<file path="config.mk">
export PLATFORM = sky130hd
export DESIGN_NAME = ray_gen_stream
export DESIGN_NICKNAME = d
export VERILOG_FILES = /design/src/rtl/ray_gen_pkg.sv /design/src/rtl/ray_vec_accum.sv /design/src/rtl/ray_gen_stream.sv
export SDC_FILE = /design/constraint.sdc
export NUM_CORES = 2
export LEC_CHECK = 0
export CORE_MARGIN = 1
export CORE_UTILIZATION = 45
export DETAILED_ROUTE_END_ITERATION = 12
export REMOVE_ABC_BUFFERS = 1
export SYNTH_ARGS = -nofsm -noshare
export SYNTH_HDL_FRONTEND = slang
export SYNTH_SLANG_ARGS = --single-unit
</file>
<file path="constraint.sdc">
create_clock -name clk -period 14.4 [get_ports clk]
set_input_delay 2.16 -clock clk [delete_from_list [all_inputs] [get_ports clk]]
set_output_delay 2.16 -clock clk [all_outputs]
set_load 0.02 [all_outputs]
</file>
<file path="src/rtl/ray_gen_pkg.sv">
// Shared types and default sizes for the ray generator stream.
package ray_gen_pkg;

  localparam int DEF_COORD_W = 11;
  localparam int DEF_DIM_W   = 13;
  localparam int DEF_RAY_W   = 32;

  typedef enum logic [1:0] {
    S_IDLE  = 2'd0,
    S_SETUP = 2'd1,
    S_RUN   = 2'd2,
    S_DONE  = 2'd3
  } state_t;

endpackage

</file>
<file path="src/rtl/ray_vec_accum.sv">
// Three-lane accumulator step: sign-extends each narrow delta lane to the
// accumulator width, then adds it or subtracts it. Results wrap modulo 2^OUT_W.
module ray_vec_accum #(
  parameter int IN_W  = 11,
  parameter int OUT_W = 32
) (
  input  logic [2:0][OUT_W-1:0] acc,
  input  logic [2:0][IN_W-1:0]  delta,
  input  logic                  sub,
  output logic [2:0][OUT_W-1:0] sum
);

  for (genvar i = 0; i < 3; i++) begin : g_lane
    logic signed [IN_W-1:0]  delta_s;
    logic signed [OUT_W-1:0] delta_ext;
    // Sign-extend the lane, then add or subtract it from the accumulator.
    assign delta_s   = delta[i];
    assign delta_ext = OUT_W'(delta_s);
    assign sum[i]    = sub ? (acc[i] - delta_ext) : (acc[i] + delta_ext);
  end

endmodule

</file>
<file path="src/rtl/ray_gen_stream.sv">
// Streams one camera ray direction per pixel in raster order, using
// incremental adds instead of per-pixel multiplies.
// Optional feature: define RAYGEN_ABORT_EN to add an 'abort' input that
// ends the current frame early.
module ray_gen_stream
  import ray_gen_pkg::*;
#(
  parameter int COORD_W = DEF_COORD_W,
  parameter int DIM_W   = DEF_DIM_W,
  parameter int RAY_W   = DEF_RAY_W
) (
  input  logic                 clk,
  input  logic                 reset,
  input  logic                 start,
  input  logic [COORD_W-1:0]   camera_dir_x,
  input  logic [COORD_W-1:0]   camera_dir_y,
  input  logic [COORD_W-1:0]   camera_dir_z,
  input  logic [COORD_W-1:0]   camera_right_x,
  input  logic [COORD_W-1:0]   camera_right_y,
  input  logic [COORD_W-1:0]   camera_right_z,
  input  logic [COORD_W-1:0]   camera_up_x,
  input  logic [COORD_W-1:0]   camera_up_y,
  input  logic [COORD_W-1:0]   camera_up_z,
  input  logic [DIM_W-1:0]     image_width,
  input  logic [DIM_W-1:0]     image_height,
  input  logic                 out_ready,
`ifdef RAYGEN_ABORT_EN
  input  logic                 abort,
`endif
  output logic [RAY_W-1:0]     ray_dir_x,
  output logic [RAY_W-1:0]     ray_dir_y,
  output logic [RAY_W-1:0]     ray_dir_z,
  output logic [2*DIM_W-1:0]   pixel_index,
  output logic                 out_valid,
  output logic                 out_last,
  output logic                 busy,
  output logic                 done
);

  localparam int IDX_W = 2 * DIM_W;

  state_t state_q, state_d;

  logic [2:0][COORD_W-1:0] dir_q, dir_d, right_q, right_d, up_q, up_d;
  logic [DIM_W-1:0]        w_q, w_d, h_q, h_d, x_q, x_d, y_q, y_d;
  logic [IDX_W-1:0]        idx_q, idx_d;
  logic [2:0][RAY_W-1:0]   cur_q, cur_d, row_q, row_d;
  logic [2:0][RAY_W-1:0]   cur_step, row_step, setup_base;
  logic [RAY_W-1:0]        half_w, half_h;
  logic                    hs, at_row_end, at_last, abort_req;

`ifdef RAYGEN_ABORT_EN
  assign abort_req = abort;
`else
  assign abort_req = 1'b0;
`endif

  // Floor halves of the latched image size, zero-extended to ray width.
  assign half_w = RAY_W'(w_q >> 1);
  assign half_h = RAY_W'(h_q >> 1);

  for (genvar i = 0; i < 3; i++) begin : g_setup
    logic signed [COORD_W-1:0] dir_s, right_s, up_s;
    logic [RAY_W-1:0]          dir_e, right_e, up_e;
    // Top-left ray of the frame: dir - right*(W/2) + up*(H/2), wrapped.
    assign dir_s         = dir_q[i];
    assign right_s       = right_q[i];
    assign up_s          = up_q[i];
    assign dir_e         = RAY_W'(dir_s);
    assign right_e       = RAY_W'(right_s);
    assign up_e          = RAY_W'(up_s);
    assign setup_base[i] = dir_e - (right_e * half_w) + (up_e * half_h);
  end

  // Next ray along the current row.
  ray_vec_accum #(.IN_W(COORD_W), .OUT_W(RAY_W)) u_cur_step (
    .acc   (cur_q),
    .delta (right_q),
    .sub   (1'b0),
    .sum   (cur_step)
  );

  // Start of the next row down.
  ray_vec_accum #(.IN_W(COORD_W), .OUT_W(RAY_W)) u_row_step (
    .acc   (row_q),
    .delta (up_q),
    .sub   (1'b1),
    .sum   (row_step)
  );

  assign at_row_end  = (x_q == (w_q - DIM_W'(1)));
  assign at_last     = at_row_end && (y_q == (h_q - DIM_W'(1)));
  assign out_valid   = (state_q == S_RUN);
  assign out_last    = out_valid && at_last;
  assign hs          = out_valid && out_ready;
  assign busy        = (state_q == S_SETUP) || (state_q == S_RUN);
  assign done        = (state_q == S_DONE);
  assign pixel_index = idx_q;
  assign ray_dir_x   = cur_q[0];
  assign ray_dir_y   = cur_q[1];
  assign ray_dir_z   = cur_q[2];

  // Frame sequencing: latch on start, set up the first row, step per handshake.
  always_comb begin
    state_d = state_q;
    dir_d   = dir_q;
    right_d = right_q;
    up_d    = up_q;
    w_d     = w_q;
    h_d     = h_q;
    x_d     = x_q;
    y_d     = y_q;
    idx_d   = idx_q;
    cur_d   = cur_q;
    row_d   = row_q;
    case (state_q)
      S_IDLE: begin
        if (start) begin
          dir_d   = {camera_dir_z, camera_dir_y, camera_dir_x};
          right_d = {camera_right_z, camera_right_y, camera_right_x};
          up_d    = {camera_up_z, camera_up_y, camera_up_x};
          w_d     = image_width;
          h_d     = image_height;
          x_d     = '0;
          y_d     = '0;
          idx_d   = '0;
          state_d = S_SETUP;
        end
      end
      S_SETUP: begin
        if (abort_req || (w_q == '0) || (h_q == '0)) begin
          state_d = S_DONE;
        end else begin
          row_d   = setup_base;
          cur_d   = setup_base;
          state_d = S_RUN;
        end
      end
      S_RUN: begin
        if (abort_req) begin
          state_d = S_DONE;
        end else if (hs) begin
          if (at_last) begin
            state_d = S_DONE;
          end else if (at_row_end) begin
            x_d   = '0;
            y_d   = y_q + DIM_W'(1);
            row_d = row_step;
            cur_d = row_step;
            idx_d = idx_q + IDX_W'(1);
          end else begin
            x_d   = x_q + DIM_W'(1);
            cur_d = cur_step;
            idx_d = idx_q + IDX_W'(1);
          end
        end
      end
      S_DONE: begin
        state_d = S_IDLE;
      end
      default: begin
        state_d = S_IDLE;
      end
    endcase
  end

  // State and datapath registers; reset clears everything at once.
  always_ff @(posedge clk or posedge reset) begin
    if (reset) begin
      state_q <= S_IDLE;
      dir_q   <= '0;
      right_q <= '0;
      up_q    <= '0;
      w_q     <= '0;
      h_q     <= '0;
      x_q     <= '0;
      y_q     <= '0;
      idx_q   <= '0;
      cur_q   <= '0;
      row_q   <= '0;
    end else begin
      state_q <= state_d;
      dir_q   <= dir_d;
      right_q <= right_d;
      up_q    <= up_d;
      w_q     <= w_d;
      h_q     <= h_d;
      x_q     <= x_d;
      y_q     <= y_d;
      idx_q   <= idx_d;
      cur_q   <= cur_d;
      row_q   <= row_d;
    end
  end

endmodule
</file>
==> results.yml <==
placed_design:
  port_buffers: 254
  place_ws_ps: 6078
  dpl.hpwl_um: 130400
  place.gp.congestion: 0.8928
min_path:
  hp-class: "reg -> reg"
global_route:
  antenna_found_initial: 1
  grt_remaining_overflow: 0
  grt_pass1_vias: 47400
  grtUsageTotal_pct: 28.01
  grt_max_degree: 99
  grt_first_pass_wirelength_um: 276600
critical_path:
  crit_top_cell: "fa_1"
  critPathArrivalTime_ps: 8960
  slowest_delay_ps: 620
  slowest_stage: "nor2_1"
  startpoint_type: "flop"
  critPathCaptureType: "flop"
  path_class: "reg -> reg"
  critical_path.max_fanout: 21
  worstPathRequired_ps: 15000
  cpLargestDelayFamily: "adder cells"
  cp_num_buf_inv: 6
run_status:
  status: "finished, final reports clean"
timing:
  finalCriticalPeriod_ps: 8363
  fmaxAchievable_mhz: 119.6
  rsz0062_at_grt: "no"
  tns_ps: 0
  hold_viol: 0
  tightest_slew_ps: 1251
  maxSlewHeadroom_pct: 15.86
  whs_ps: 488.7
  finalWorstSetupSlack_ps: 6037
  slew_violations: 0
  fin_skew_ps: 30.64
  fin_crit_sh_pct: 58.07
  setup_violations: 0
route:
  vias: 45630
  ant_nets: 0
  drt-total-wl_um: 175300
  wl_per_cell_um: 21.15
  drt_first_pass_iters: 5
  drt-vias-per-instance: 5.506
  drt_iter0_markers: 3098
  route.detailed.drc: 0
clock_network:
  cts_root_buf: "clkbuf_16"
  path_clk_slew_ps: 60
  cts.sink_count: 371
  cts_resized: 0
  ctsHoldBuffers: 0
  cts_buffers: 54
  clk_path_buf_depth: 3
  worstSkewPairLatency_ps: 680
  htree_levels: 2
  cts_tree: "done"
  post_cts_buffers: 0
cells_and_area:
  area_growth_pct: 10.17
  fin_util_pct: 49.99
  layout.cells.most_common: "inv_1"
  diodes: 0
  final_cell_mix: "inv_1, fa_1, nand2_1"
  drive_gt1_share_pct: 4.971
  fin_nets: 8026
floorplanning:
  core-area_um2: 125600
  die_w_um: 357.8
  die_h_um: 357.8
  io-pin-count: 255
  num_rows: 130
  start_util_pct: 45.37
  die_area_um2: 128000
yosys:
  ys_types: 85
  ys.warnings.count: 0
  syn_inst: 6517
  seq_area_frac_synth_pct: 16.29
  synth_area_per_cell_um2: 8.742
  ys_ff_latch: 371
  syn_area_um2: 56970
  ys.flop_type: "dfrtp_1"
  synthArstFlopShare_pct: 100.0
  synth_edf_count: 0
job:
  maxCapViolations: 0
-- final timing paths --
kind	from	to	slack, ps	cells after the start
min reg2reg	row_q[90]	row_q[90]	490	2
max	h_q[10]	ray_dir_z[29]	6040	26
min	row_q[90]	row_q[90]	490	2
max reg2reg	h_q[10]	ray_dir_z[29]	6040	26
min in group asynchronous	reset	g_setup[1].dir_s[0]	2030	2
max in group asynchronous	reset	ray_dir_z[14]	10360	4
-- worst min-delay path, stage by stage (launching register included) --
cell and delay, ps:
dfrtp_1 360, nand2_1 60, nand2_1 50
-- cells by family (layout without fill, tap and decap cells) --
kind of cell               count (synthesis)  after routing  share of synthesized area, %
and+or+nand+nor                         1837           1837                         15.66
buffers and inverters                   1397           1518                         9.289
adders and majority gates               1302           1302                         38.40
AOI/OAI and AO/OA                       1163           1163                         12.85
DFF                                      371            371                         16.29
xor gates and xnor gates                 299            299                         4.623
muxes                                    148            148                         2.888
-- state kept, by name, summed over array words and instances, names as in the netlist, 26 cells and up --
name	flops
g_setup.right_s	33
ray_dir_y	32
g_setup.up_s	33
ray_dir_z	32
ray_dir_x	32
g_setup.dir_s	33
row_q	96
pixel_index	26
-- layer usage --
metal  GRT usage [%]  vias up  wire length, µm
li1                -    21210                -
met1           38.79    22950            78770
met2           45.51     1239            80980
met3           3.822      235             9999
met4           8.460        0             5507
met5               0        -                0
-- cell type report --
cell class              instances  area, µm²
clock buffers                  72       1479
clock inverters                27      286.5
fillers                     11980      62800
inverters                    1095       4119
multi-input cells            4749      42470
flip-flops and latches        371       9284
well taps                    1650       2064
repair buffers                324       3068
-- cell usage after synthesis (27+ instances only) --
library cell,count,share of area [%]
nand2b_1,44,0.48
o21ai_0,276,2.4
nor2_1,408,2.7
fa_1,744,26
xnor2_1,178,2.7
and2_1,424,4.7
o21a_1,49,0.65
buf_2,27,0.24
nor2b_1,42,0.46
a31oi_1,51,0.56
o21bai_1,34,0.45
ha_1,558,12
and3_1,43,0.47
a211oi_1,37,0.49
nor3_1,61,0.54
dfrtp_1,371,16
inv_1,1093,7.2
mux2_2,131,2.6
xor2_1,120,1.8
nand3_1,77,0.68
nand4_1,39,0.43
a21o_1,130,1.7
nand2_1,599,3.9
a21oi_1,354,3.1
clkbuf_1,246,1.6
o211ai_1,28,0.37
-- metrics by stage --
| stage | cell area, µm² | instances |
|---|---|---|
| floorplan | 55790 | 6215 |
| global placement | 61000 | 8189 |
| detailed placement | 61000 | 8189 |
| CTS | 62770 | 8288 |
| global route | 62770 | 8288 |
| finish | 62770 | 8288 |
Power is left out: the tool's default activity adds up to more than one toggle a clock period on the data nets, which glitch-free logic cannot reach.
